==> src/rtl/memory_arbiter.sv <==
// Shares one memory port between the instruction-fetch (imem) and load/store (dmem) ports,
// with a watchdog abort. Define ARB_ROUND_ROBIN_EN for round-robin selection instead of dmem > imem.
module memory_arbiter #(
  parameter int unsigned MAX_WAIT  = 16,
  parameter int unsigned WAIT_BITS = 5
) (
  input  logic        clk,
  input  logic        rst,
  input  logic        imem_valid,
  input  logic [31:0] imem_addr,
  output logic [31:0] imem_rdata,
  output logic        imem_ready,
  input  logic        dmem_valid,
  input  logic [31:0] dmem_addr,
  input  logic [31:0] dmem_wdata,
  input  logic [3:0]  dmem_wstrb,
  output logic [31:0] dmem_rdata,
  output logic        dmem_ready,
  output logic        memory_valid,
  output logic        memory_instr,
  output logic [31:0] memory_addr,
  output logic [31:0] memory_wdata,
  output logic [3:0]  memory_wstrb,
  input  logic [31:0] memory_rdata,
  input  logic        memory_ready,
  output logic        arb_error
);

  typedef enum logic {S_IDLE, S_WAIT} state_e;
  typedef enum logic {PORT_IMEM, PORT_DMEM} port_e;

  state_e               state_q, state_d;
  port_e                owner_q, owner_d;
  logic [WAIT_BITS-1:0] wait_cnt_q, wait_cnt_d;
  logic                 i_full_q, i_full_d;
  logic [31:0]          i_addr_q, i_addr_d;
  logic                 d_full_q, d_full_d;
  logic [31:0]          d_addr_q, d_addr_d;
  logic [31:0]          d_wdata_q, d_wdata_d;
  logic [3:0]           d_wstrb_q, d_wstrb_d;
  logic                 mem_valid_q, mem_valid_d;
  logic                 mem_instr_q, mem_instr_d;
  logic [31:0]          mem_addr_q, mem_addr_d;
  logic [31:0]          mem_wdata_q, mem_wdata_d;
  logic [3:0]           mem_wstrb_q, mem_wstrb_d;
`ifdef ARB_ROUND_ROBIN_EN
  port_e                last_grant_q, last_grant_d;
`endif

  logic  busy, timeout, done, i_done, d_done;
  logic  i_accept, d_accept, i_elig, d_elig, issue;
  port_e grant;

  always_comb begin
    busy     = (state_q == S_WAIT);
    timeout  = busy && !memory_ready && (wait_cnt_q == WAIT_BITS'(MAX_WAIT));
    done     = busy && (memory_ready || timeout);
    i_done   = done && (owner_q == PORT_IMEM);
    d_done   = done && (owner_q == PORT_DMEM);
    // A buffer that completes this cycle can take a new pulse, and that pulse
    // (or a captured-but-unissued entry) is eligible for issue right away.
    i_accept = imem_valid && (!i_full_q || i_done);
    d_accept = dmem_valid && (!d_full_q || d_done);
    i_elig   = (i_full_q && !(busy && owner_q == PORT_IMEM)) || i_accept;
    d_elig   = (d_full_q && !(busy && owner_q == PORT_DMEM)) || d_accept;
    issue    = (!busy || done) && (i_elig || d_elig);
`ifdef ARB_ROUND_ROBIN_EN
    if (i_elig && d_elig) grant = (last_grant_q == PORT_DMEM) ? PORT_IMEM : PORT_DMEM;
    else                  grant = d_elig ? PORT_DMEM : PORT_IMEM;
`else
    grant    = d_elig ? PORT_DMEM : PORT_IMEM;
`endif

    state_d     = state_q;
    owner_d     = owner_q;
    wait_cnt_d  = wait_cnt_q;
    i_full_d    = (i_full_q && !i_done) || i_accept;
    i_addr_d    = i_accept ? imem_addr : i_addr_q;
    d_full_d    = (d_full_q && !d_done) || d_accept;
    d_addr_d    = d_accept ? dmem_addr : d_addr_q;
    d_wdata_d   = d_accept ? dmem_wdata : d_wdata_q;
    d_wstrb_d   = d_accept ? dmem_wstrb : d_wstrb_q;
    mem_valid_d = 1'b0;
    mem_instr_d = mem_instr_q;
    mem_addr_d  = mem_addr_q;
    mem_wdata_d = mem_wdata_q;
    mem_wstrb_d = mem_wstrb_q;
`ifdef ARB_ROUND_ROBIN_EN
    last_grant_d = last_grant_q;
`endif

    if (busy) wait_cnt_d = wait_cnt_q + 1'b1;
    if (done) begin
      state_d    = S_IDLE;
      wait_cnt_d = '0;
    end
    if (issue) begin
      state_d     = S_WAIT;
      owner_d     = grant;
      wait_cnt_d  = '0;
      mem_valid_d = 1'b1;
`ifdef ARB_ROUND_ROBIN_EN
      last_grant_d = grant;
`endif
      if (grant == PORT_DMEM) begin
        mem_instr_d = 1'b0;
        mem_addr_d  = d_accept ? dmem_addr  : d_addr_q;
        mem_wdata_d = d_accept ? dmem_wdata : d_wdata_q;
        mem_wstrb_d = d_accept ? dmem_wstrb : d_wstrb_q;
      end else begin
        mem_instr_d = 1'b1;
        mem_addr_d  = i_accept ? imem_addr : i_addr_q;
        mem_wdata_d = '0;
        mem_wstrb_d = '0;
      end
    end
  end

  always_ff @(posedge clk) begin
    if (rst) begin
      state_q     <= S_IDLE;
      owner_q     <= PORT_IMEM;
      wait_cnt_q  <= '0;
      i_full_q    <= 1'b0;
      i_addr_q    <= '0;
      d_full_q    <= 1'b0;
      d_addr_q    <= '0;
      d_wdata_q   <= '0;
      d_wstrb_q   <= '0;
      mem_valid_q <= 1'b0;
      mem_instr_q <= 1'b0;
      mem_addr_q  <= '0;
      mem_wdata_q <= '0;
      mem_wstrb_q <= '0;
`ifdef ARB_ROUND_ROBIN_EN
      last_grant_q <= PORT_IMEM;
`endif
    end else begin
      state_q     <= state_d;
      owner_q     <= owner_d;
      wait_cnt_q  <= wait_cnt_d;
      i_full_q    <= i_full_d;
      i_addr_q    <= i_addr_d;
      d_full_q    <= d_full_d;
      d_addr_q    <= d_addr_d;
      d_wdata_q   <= d_wdata_d;
      d_wstrb_q   <= d_wstrb_d;
      mem_valid_q <= mem_valid_d;
      mem_instr_q <= mem_instr_d;
      mem_addr_q  <= mem_addr_d;
      mem_wdata_q <= mem_wdata_d;
      mem_wstrb_q <= mem_wstrb_d;
`ifdef ARB_ROUND_ROBIN_EN
      last_grant_q <= last_grant_d;
`endif
    end
  end

  assign memory_valid = mem_valid_q;
  assign memory_instr = mem_instr_q;
  assign memory_addr  = mem_addr_q;
  assign memory_wdata = mem_wdata_q;
  assign memory_wstrb = mem_wstrb_q;
  assign arb_error    = timeout;
  assign imem_ready   = i_done;
  assign dmem_ready   = d_done;
  assign imem_rdata   = (i_done && memory_ready) ? memory_rdata : '0;
  assign dmem_rdata   = (d_done && memory_ready) ? memory_rdata : '0;

endmodule

==> config.mk <==
export PLATFORM = sky130hd
export DESIGN_NAME = memory_arbiter
export DESIGN_NICKNAME = d
export VERILOG_FILES = /design/src/rtl/memory_arbiter.sv
export SDC_FILE = /design/constraint.sdc
export NUM_CORES = 1
export LEC_CHECK = 0
export BUFFER_PORTS_ARGS = -buffer_cell sky130_fd_sc_hd__buf_4
export CAP_MARGIN = 20
export CELL_PAD_IN_SITES_DETAIL_PLACEMENT = 0
export CELL_PAD_IN_SITES_GLOBAL_PLACEMENT = 1
export CORE_MARGIN = 5
export CORE_UTILIZATION = 36
export CTS_CLUSTER_DIAMETER = 200
export DETAILED_ROUTE_END_ITERATION = 10
export PLACE_DENSITY_LB_ADDON = 0.1
export SYNTH_ARGS = -nofsm -noshare
export SYNTH_HDL_FRONTEND = slang
export SYNTH_SLANG_ARGS = --single-unit
==> constraint.sdc <==
create_clock -name clk -period 2.7 [get_ports clk]
set_input_delay 0.54 -clock clk [delete_from_list [all_inputs] [get_ports clk]]
set_output_delay 0.54 -clock clk [all_outputs]
set_load 0.05 [all_outputs]
==> qor.yml <==
ir_drop_mv: 0.418
routedWlPerCell_um: 16.7
fillers: 1780
final_area_um2: 9910
h-tree-depth: 4
post-route-drc-count: 0
period_minus_slack_ns: 2.57
drtIter0Drc: 215
mostFrequentLayoutCells: "278 x buf_4, 179 x dfxtp_1, 109 x nor2_1, 101 x mux2i_1, 71 x nand2_1"
final_cells: 1227
dpl_cell_area_um2: 9310
synth_edf_count: 0
cts_buffers: 17
synth.avg_cell_area_um2: 9.98
routed_wl_um: 20500
path_max_fanout: 14
via_count: 5851
rr_startpoint: "busy"
pin_count: 274
clkTransAtPathRegs_ns: 0.07
critical-path-max-stage-delay_ns: 0.59
setup_violations: 0
setup_tns_ns: 0
reg2reg_slack_ns: 0.36
maxSlewHeadroom_pct: 58.0
hold_violations: 0
yosysUniqueCellTypes: 43
synth_nets: 836
rsz0062_at_grt: "false"
ant_nets: 0
synth-seq-cells: 179
path_cells: "nand3_1 > or2_2 > nor2_1 > buf_4"
r2r-end: "memory_addr[31]"
drtPass1Iterations: 5
status: "completed"
cp_num_cells: 4
dp_hpwl_um: 15000
seqCellArea_um2: 3580
crit_buf_inv: 1
io_buffers: 273
arrival_ns: 2.03
clk_latency_ns: 0.43
fmaxAchievable_mhz: 390
die_y_um: 149
yosys_most_used_dff: "dfxtp_1"
root_buffer: "clkbuf_16"
cp-start-kind: "register"
gp_congestion: 0.843
ys_seq_area_share_pct: 51.5
syn_inst: 697
grt_usage_pct: 18.2
r2r_cells: 6
synth_largest_area_cell: "dfxtp_1"
dp.cells: 1195
startpoint: "busy"
leakage_nw: 4.72
antenna_cells: 0
core_area_um2: 18900
viasPerCell: 4.77
total_power_mw: 6.70
crit_type: "reg2out"
skew_ns: 0.0140
cap_violations: 0
hold_buffers: 0
synth.top_cell.area_share_pct: 51.5
final_common_cell: "buf_4"
crit_required_ns: 2.16
multi_input_area_um2: 3130
worstMarginPinSlew_ns: 0.629
final_nets: 1093
grt_pass1_wl_um: 32400
gr-total-overflow: 0
dieArea_um2: 22200
antenna_found_initial: 0
die_x_um: 149
cp_slowest_cell: "dfxtp_1"
finalMaxSlewViolations: 0
powerDensity_nw_per_um2: 676
grt_pass1_vias: 6023
syn_area_um2: 6960
cts_resized: 0
initial_utilization_pct: 36.8
cts_tree: "built"
critical_path.top_delay_family: "simple AND/OR/NAND/NOR gates"
clockBufferDepth: 2
hold_class: "in2reg"
grt_max_degree: 55
ys_top_cells_by_area: "dfxtp_1 52%, mux2i_1 15%, o221ai_2 6.5%, nor2_1 5.9%, and2_1 5.8%"
area_growth_pct: 42.4
cts_setup_buffers: 0
holdPathStages: 3
clock-sinks: 179
synthArstFlopShare_pct: 0
end_kind: "output pin"
rows: 50
critPathCapture: "arb_error"
synth_warnings: 0
drive_gt1_share_pct: 37.0
period_share_pct: 95.1
==> Yosys cell counts, drive strengths merged, types with 2 or more instances <==
| library cell | number |
|---|---|
| nand2b | 4 |
| inv | 6 |
| ha | 2 |
| a21oi | 7 |
| mux2i | 101 |
| xor2 | 2 |
| dfxtp | 179 |
| buf | 21 |
| clkbuf | 27 |
| a211oi | 2 |
| nand3 | 3 |
| nor2 | 110 |
| o21ai | 38 |
| or2 | 2 |
| nand2 | 74 |
| nand4 | 3 |
| o221ai | 32 |
| and2 | 65 |
| a22o | 2 |
| nor3 | 2 |
==> worst reg2reg max path, cell delays in order, from the launching register on <==
cell and delay (ns):
dfxtp_1 0.59, nand2_2 0.11, a22o_4 0.30, a21o_1 0.21
or4_2 0.60, buf_12 0.22, o221ai_1 0.25
==> routing by layer <==
metal	vias to the layer above	global-route usage [%]	share of wire, %
met5	-	0	0
met3	22	6.05	8.0
li1	2873	-	-
met1	2769	21.5	41
met2	187	31.3	50
met4	0	5.72	1.6
==> kinds of logic after synthesis <==
logic type | count (synthesis) | share of synthesized area [%]
AOI/OAI and AO/OA | 90 | 11.7
xor gates and xnor gates | 2 | 0.252
adders and majority gates | 2 | 0.360
buffers and inverters | 54 | 3.90
DFF | 179 | 51.5
muxes | 101 | 14.5
and+or+nand+nor | 269 | 17.7
==> report_power, final <==
group / switching, mW / internal (mW) / total, mW
logic: 0.830 / 0.495 / 1.33
clock network: 1.08 / 1.40 / 2.48
registers: 0.0787 / 2.82 / 2.90
total: 1.99 / 4.71 / 6.70
==> how the worst min path moves through the flow <==
stage / endpoint / startpoint
2_1_floorplan: d_wdata_q[31] / d_wdata_q[31]
3_3_place_gp: memory_wdata[11] / memory_wdata[11]
3_5_place_dp: memory_wdata[11] / memory_wdata[11]
4_1_cts: d_wstrb_q[3] / dmem_wstrb[3]
5_1_grt: d_wdata_q[22] / dmem_wdata[22]
6_report: d_wstrb_q[3] / dmem_wstrb[3]
==> cell type report <==
class | instances | share of cell area, %
clock buffers | 18 | 4.33
inverters | 6 | 0.227
clock inverters | 14 | 1.68
multi-input cells | 464 | 31.6
repair buffers | 286 | 22.7
flip-flops and latches | 179 | 36.2
well taps | 260 | 3.28
==> registers in the layout, summed over array words and instances, names as in the netlist <==
| signal | cells |
|---|---|
| i_full_q | 1 |
| d_full_q | 1 |
| d_wdata_q | 32 |
| d_addr_q | 32 |
| memory_wstrb | 4 |
| busy | 1 |
| owner_q | 1 |
| memory_instr | 1 |
| wait_cnt_q | 5 |
| d_wstrb_q | 4 |
| i_addr_q | 32 |
| memory_valid | 1 |
| memory_addr | 32 |
| memory_wdata | 32 |
==> metrics by stage <==
stage               hold WS (ns)  utilization (%)  worst slack, ns
floorplan                  0.454                -            0.493
global placement           0.438             49.3            0.313
detailed placement         0.448             49.3            0.294
CTS                        0.343             52.4           0.0786
global route               0.366             52.4          0.00591
finish                     0.371             52.4            0.133
Power figures use the tool's default switching activity.
